File: src/rtl/gap_range_gen.sv
// Gap-size generator for new obstacle columns.
// A free-running 8-bit LFSR supplies a sample. On each accepted request the
// sample is reduced modulo range_max by repeated subtraction, one subtract per
// clock. min_gap is then added with saturation, and the result is presented
// for one cycle with a valid pulse.
module gap_range_gen #(
  parameter int         N    = 4,
  parameter logic [7:0] SEED = 8'h01
) (
  input  logic         clk,
  input  logic         reset,
  input  logic         req,
  input  logic [N-1:0] range_max,
  input  logic [N-1:0] min_gap,
  input  logic         test_en,
  input  logic [N-1:0] test_val,
  output logic         ready,
  output logic         valid,
  output logic [N-1:0] gap,
  output logic         sat,
  output logic [7:0]   lfsr_q
);

  typedef enum logic [1:0] {
    IDLE   = 2'd0,
    REDUCE = 2'd1,
    DONE   = 2'd2
  } state_t;

  state_t       state_q, state_d;
  logic [N-1:0] rem_q, rem_d;
  logic [N-1:0] rng_q, rng_d;
  logic [N-1:0] mn_q, mn_d;
  logic [N-1:0] gap_q, gap_d;
  logic         sat_q, sat_d;
  logic [7:0]   lfsr_d;

  logic [N-1:0] sample;
  logic [N:0]   diff;
  logic [N-1:0] add_a;
  logic [N-1:0] add_b;
  logic [N:0]   sum;

  // Operand selected at accept: either the directed test value or the low LFSR bits.
  assign sample = test_en ? test_val : lfsr_q[N-1:0];

  // Subtract rem - rng as rem + ~rng + 1. Bit N is the carry-out; it is 1 when no borrow occurs.
  assign diff = {1'b0, rem_q} + {1'b0, ~rng_q} + {{N{1'b0}}, 1'b1};

  // The final adder is shared. In IDLE it runs with rem=0 for the range-zero
  // path. In REDUCE it adds the captured remainder to the captured minimum.
  assign add_a = (state_q == IDLE) ? '0 : rem_q;
  assign add_b = (state_q == IDLE) ? min_gap : mn_q;
  assign sum   = {1'b0, add_a} + {1'b0, add_b};

  // Next LFSR value: Fibonacci taps 8,6,5,4. The all-zero lock-up state reloads the seed.
  always_comb begin
    if (lfsr_q == 8'h00) begin
      lfsr_d = SEED;
    end else begin
      lfsr_d = {lfsr_q[6:0], lfsr_q[7] ^ lfsr_q[5] ^ lfsr_q[4] ^ lfsr_q[3]};
    end
  end

  // FSM next-state and datapath update.
  always_comb begin
    // NOTE: every signal gets a default first, so no path through the case leaves one unassigned and no latch is inferred.
    state_d = state_q;
    rem_d   = rem_q;
    rng_d   = rng_q;
    mn_d    = mn_q;
    gap_d   = gap_q;
    sat_d   = sat_q;
    unique case (state_q)
      IDLE: begin
        if (req) begin
          rng_d = range_max;
          mn_d  = min_gap;
          if (range_max == '0) begin
            // A zero modulus skips reduction. The sum here is exactly min_gap and never saturates.
            rem_d   = '0;
            gap_d   = sum[N] ? '1 : sum[N-1:0];
            sat_d   = sum[N];
            state_d = DONE;
          end else begin
            rem_d   = sample;
            state_d = REDUCE;
          end
        end
      end
      REDUCE: begin
        if (diff[N]) begin
          rem_d = diff[N-1:0];
        end else begin
          gap_d   = sum[N] ? '1 : sum[N-1:0];
          sat_d   = sum[N];
          state_d = DONE;
        end
      end
      DONE: begin
        state_d = IDLE;
      end
      default: begin
        state_d = IDLE;
      end
    endcase
  end

  // FSM and result registers. An async reset discards any in-flight operation.
  always_ff @(posedge clk or posedge reset) begin
    if (reset) begin
      state_q <= IDLE;
      rem_q   <= '0;
      rng_q   <= '0;
      mn_q    <= '0;
      gap_q   <= '0;
      sat_q   <= 1'b0;
    end else begin
      // NOTE: non-blocking assignments let every register sample the pre-edge values, which matches the hardware.
      state_q <= state_d;
      rem_q   <= rem_d;
      rng_q   <= rng_d;
      mn_q    <= mn_d;
      gap_q   <= gap_d;
      sat_q   <= sat_d;
    end
  end

  // Free-running LFSR. It shifts every clock, independent of the FSM state.
  always_ff @(posedge clk or posedge reset) begin
    if (reset) begin
      lfsr_q <= SEED;
    end else begin
      lfsr_q <= lfsr_d;
    end
  end

  assign ready = (state_q == IDLE);
  assign valid = (state_q == DONE);
  assign gap   = gap_q;
  assign sat   = sat_q;

endmodule

File: config.mk
export PLATFORM = sky130hd
export DESIGN_NAME = gap_range_gen
export DESIGN_NICKNAME = d
export VERILOG_FILES = /design/src/rtl/gap_range_gen.sv
export SDC_FILE = /design/constraint.sdc
export NUM_CORES = 1
export LEC_CHECK = 0
export BUFFER_PORTS_ARGS = -buffer_cell sky130_fd_sc_hd__buf_2
export CAP_MARGIN = 10
export CORE_ASPECT_RATIO = 1.2
export CORE_MARGIN = 4
export CORE_UTILIZATION = 32
export DETAILED_ROUTE_END_ITERATION = 16
export PLACE_DENSITY_LB_ADDON = 0.08
export SLEW_MARGIN = 25
export SYNTH_ARGS = -nofsm -noshare
export SYNTH_HDL_FRONTEND = slang
export SYNTH_SLANG_ARGS = --single-unit
File: constraint.sdc
create_clock -name clk -period 5.51 [get_ports clk]
set_input_delay 0.551 -clock clk [delete_from_list [all_inputs] [get_ports clk]]
set_output_delay 0.551 -clock clk [all_outputs]
set_load 0.01 [all_outputs]
[After elaboration in Yosys (flattened, before gate mapping)]
Cells that the tools add are included.
Word-level totals
  bits of input ports: 16
  word-level logic and storage cells: 49
  bits in registers: 27
  output and inout port bits: 15
Operators by class
  reduce and logical (&&, ||, !) cells: 8
  add/sub/neg operators: 3
  mux-type cells: 21
  bitwise gates (word level): 4
  equal/unequal tests: 6
Operator list (number)
  $mux 4: 10
  $pmux 4 s2: 2
  $add 4x4->5: 2
  $logic_not 8->1: 1
  $mux 8: 1
  $mux 2: 3
  $ne 2x2->1 const B: 3
  $add 5x1->5 const B: 1
  $logic_not 4->1: 1
  $not 4->4: 1
  $pmux 2 s2: 1
  $reduce_and 2->1: 2
  $reduce_and 4->1: 1
  $mux 1: 3
  $reduce_and 3->1: 1
  $xor 1x1->1: 3
  $eq 2x1->1 const B: 1
  $eq 2x2->1 const B: 1
  $logic_not 2->1: 1
  $ne 2x1->1 const B: 1
  $pmux 1 s2: 1
  $reduce_bool 2->1: 1

[Longest topological paths before layout]
  word-level depth: 7
  gate-level depth with buffers: 10
  mapped depth without buffers: 9

[Least setup slack after synthesis]
No wires, ideal clock.
  path type: reg-to-reg
  from: reg state_q[1]
  to: reg gap_q[0] (netlist: gap[0])
  arrival time: 2147 ps
  setup slack: 3228 ps
  library setup time: 135 ps
  cell stages (with the launch flop): 11
  period minus slack after synthesis: 2282 ps
  path through: dfrtp_1 > nor2_1 > buf_2 > mux2_2 > ha_1 > inv_1 > fa_1 > nor2b_1 > o21a_1 > a2111oi_4 > a21oi_1
Between the ends
  cells in the longest elaborated chain, start to end: 7
  elaborated cells between the ends (all ways): 15
  those cells by class: add/sub (1); eq/ne (4); mux (7); reduce/logical (3)
RTL lines
  start, declared: RTL line 30  | state_t state_q, state_d;
  start signal, assigned: RTL line 120  | state_q <= state_d;
  $logic_not 2->1 (*)
  via ready: RTL line 17  | output logic ready,
  $mux 4 (on tied branches): RTL line 52, 53
  $add 4x4->5: RTL line 54  | assign sum = {1'b0, add_a} + {1'b0, add_b};
  $mux 4: RTL line 82, 95
  $mux 4: RTL line 79  | if (range_max == '0) begin
  $mux 4: RTL line 76  | if (req) begin
  $pmux 4 s2: RTL line 74  | unique case (state_q)
  end signal, assigned: RTL line 124  | gap_q <= gap_d;
  end, declared: RTL line 34  | logic [N-1:0] gap_q, gap_d;
The timed path passes the listed nets; every way through them passes the cells marked *. The select of a mux whose other input is x is not followed.
A chain may end at the register's enable or synchronous reset.

[Worst setup path after layout]
  from: reg state_q[1]
  to: reg gap_q[1] (netlist: gap[1])
Between the ends
  cells in the longest elaborated chain, start to end: 7
  elaborated cells between the ends (all ways): 15
  those cells by class: add/sub (1); eq/ne (4); mux (7); reduce/logical (3)
RTL lines (RTL line)
  $logic_not 2->1: 52, 53, 74
  $mux 4 (on tied branches): 52, 53
  $add 4x4->5: 54
  $mux 4: 82, 95
  $mux 4: 79
  $mux 4: 76
  $pmux 4 s2: 74
Several ways; a longest one is shown, not always the timed one. The select of a mux whose other input is x is not followed.

==> reports/results.ini <==
[grt]
antenna_found_initial = 0
grt_pass1_vias = 1151
overflow = 0
grt_usage_pct = 11.4
grt_max_degree = 28
grt_first_pass_wirelength_um = 5420

[worst_setup_path]
cp_max_fo = 11
rrSetupSlack_ns = 2.76
rr_worst_depth = 9
worst_ep_required_time_ns = 5.66
r2r-end = gap[1]
cp-start-kind = flip-flop
critPathCapture = gap[1]
rr_startpoint = state_q[1]
cp.arrival_ns = 2.90
crit_chain = nor2_1 > mux2_2 > ha_1 > inv_1 > fa_1 > nor2b_1 > o21a_1 > a2111oi_4 > a21oi_1
cp-end-kind = flip-flop
slowest_delay_ns = 0.58
cp-startpoint = state_q[1]
path_class = flip-flop to flip-flop
crit_slowest_cell = nor2_1

[synth]
ys_async_sr_fraction_pct = 100
synth_warnings = 0
synth-edff-count = 0
synthFlopType = dfrtp_1
synth_seq_area_share_pct = 44.5
synth_cell_types = 32
syn_nets = 174
synth.avg_cell_area_um2 = 10.3
netlist_instances = 148
synth_area_mm2 = 0.00152
synth-seq-cells = 27

[floorplanning]
rows = 27
initial_core_util_pct = 33.1
fp.dieH_um = 83.5
chipWidth_um = 70.9
dieArea_mm2 = 0.00592
core_area_mm2 = 0.00459
io_pins = 31

[cells_and_area]
final_cells = 229
utilization_pct = 38.0
area_growth_pct = 14.7
final_common_cell = buf_2
multi_input_area_um2 = 758
drive_above_1_share_pct = 28.7
nets = 198
final_area_mm2 = 0.00174
diodes = 0
mostFrequentLayoutCells = 30 x buf_2, 26 x dfrtp_1, 13 x nor2_1
final-seq-area_um2 = 677
num-fill-cells = 504

[clocking]
cts_sinks = 27
ctsHoldBuffers = 0
clk_pin_slew_worst_paths_ns = 0.10
h-tree-depth = 1
cts_tree = yes
postCtsSetupBuffers = 0
cts-root-buf = clkbuf_8
cts_made_buffers = 3
ctsResizeCount = 0
clkLatencyLatePin_ns = 0.27
cts_buffer_depth = 2

[status]
status = finished clean

[sta]
final-setup-viol-count = 0
period_needed_ns = 2.75
fmax_ghz = 0.364
worst_pin_slew_ns = 0.711
max_slew_margin_pct = 52.4
tns_ns = 0
rsz0062_at_grt = false
maxSlewViolCount = 0
final_hold_viol_count = 0
min_period_over_period_pct = 49.9
fin_worst_skew_ns = 0.00237

[detailed_routing]
first_iter_violations = 20
routedWlPerCell_um = 13.7
vias_per_cell = 4.76
drt-pass1-iter-count = 4
drc = 0
num_vias = 1089
wl_um = 3130
final_antenna_net_count = 0

[placement]
place.gp.congestion = 0.722
io_buffer_count = 30
postPlaceCellArea_mm2 = 0.00170
hpwl_um = 2490
post-place-cells = 225

[power]
p_leak_uw = 0.000798
power_density_mw_per_mm2 = 517
ir_worst_vdd_v = 0.000150
finalPower_uw = 901

[hold_path]
holdCritPathClass = input port to asynchronous set/reset pin

[flow_run]
cap_violations = 0

cells by family (layout without fill, tap and decap cells):
kind of cell	count (synthesis)	after routing	share of synthesized area, %
AND/OR/NAND/NOR	40	40	13.7
AO/OA/AOI/OAI	29	29	13.5
flip-flops	27	27	44.5
buffers and inverters	22	45	5.60
multiplexers	14	14	9.96
adder cells (fa/ha/maj)	10	10	9.22
XOR/XNOR	6	6	3.46
registers in the layout, summed over array words and instances, names as in the netlist:
signal,cells
lfsr_q,8
gap,4
mn_q,4
rem_q,4
rng_q,4
state_q,2
sat,1
through the flow:
| stage | setup slack, ns | hold slack [ns] |
|---|---|---|
| after floorplan | 3.23 | 0.475 |
| after global placement | 2.86 | 0.393 |
| after detailed placement | 2.76 | 0.396 |
| after CTS | 2.74 | 0.346 |
| after global routing | 2.55 | 0.370 |
| final | 2.76 | 0.322 |
report_power, final:
group / total (µW) / switching (µW) / internal (µW)
registers: 303 / 40.9 / 262
clock network: 116 / 64.4 / 51.9
logic: 481 / 265 / 217
total: 901 / 370 / 531
cell usage after synthesis (all sizes together) (3+ instances only):
cell	count	area, µm²
dfrtp	26	651
nor2	13	48.8
inv	11	41.3
o21ai	11	70.1
a21oi	10	50.1
mux2	9	101
clkbuf	8	30.0
ha	8	100
nand2	7	26.3
nor2b	7	43.8
mux2i	5	50.1
nor3	5	25.0
a211oi	3	27.5
buf	3	13.8
xnor2	3	26.3
xor2	3	26.3
critical path: cells and delay by family, from the launching register on:
kind / cells / cell delay (ns)
fa+ha+maj: 2 / 0.38
mux: 1 / 0.41
buf+inv: 1 / 0.06
simple gates: 2 / 0.63
compound gates: 3 / 0.65
flops: 1 / 0.48
how the worst min path moves through the flow:
stage	start	to	slack, ns	cells after the start
floorplan	mn_q[0]	mn_q[0]	0.48	1
global placement	lfsr_q[6]	lfsr_q[7]	0.39	0
detailed placement	lfsr_q[6]	lfsr_q[7]	0.40	0
CTS	reset	lfsr_q[4]	0.35	2
global route	reset	gap[3]	0.37	2
finish	reset	sat	0.32	2
routing by layer:
layer / GRT usage, % / wire length [µm] / vias to the layer above
met5: 0 / 0 / -
met3: 2.17 / 125 / 2
met4: 3.59 / 14 / 0
li1: - / - / 542
met1: 14.9 / 1440 / 524
met2: 18.6 / 1550 / 21
cell type report:
cell class / count / area share, %
Clock buffer: 4 / 2.58
Inverter: 11 / 2.37
Multi-Input combinational cell: 99 / 43.5
Sequential cell: 27 / 38.8
Tap cell: 58 / 4.16
Timing Repair Buffer: 30 / 8.61
Note: power is estimated with default switching activity, not from simulation.
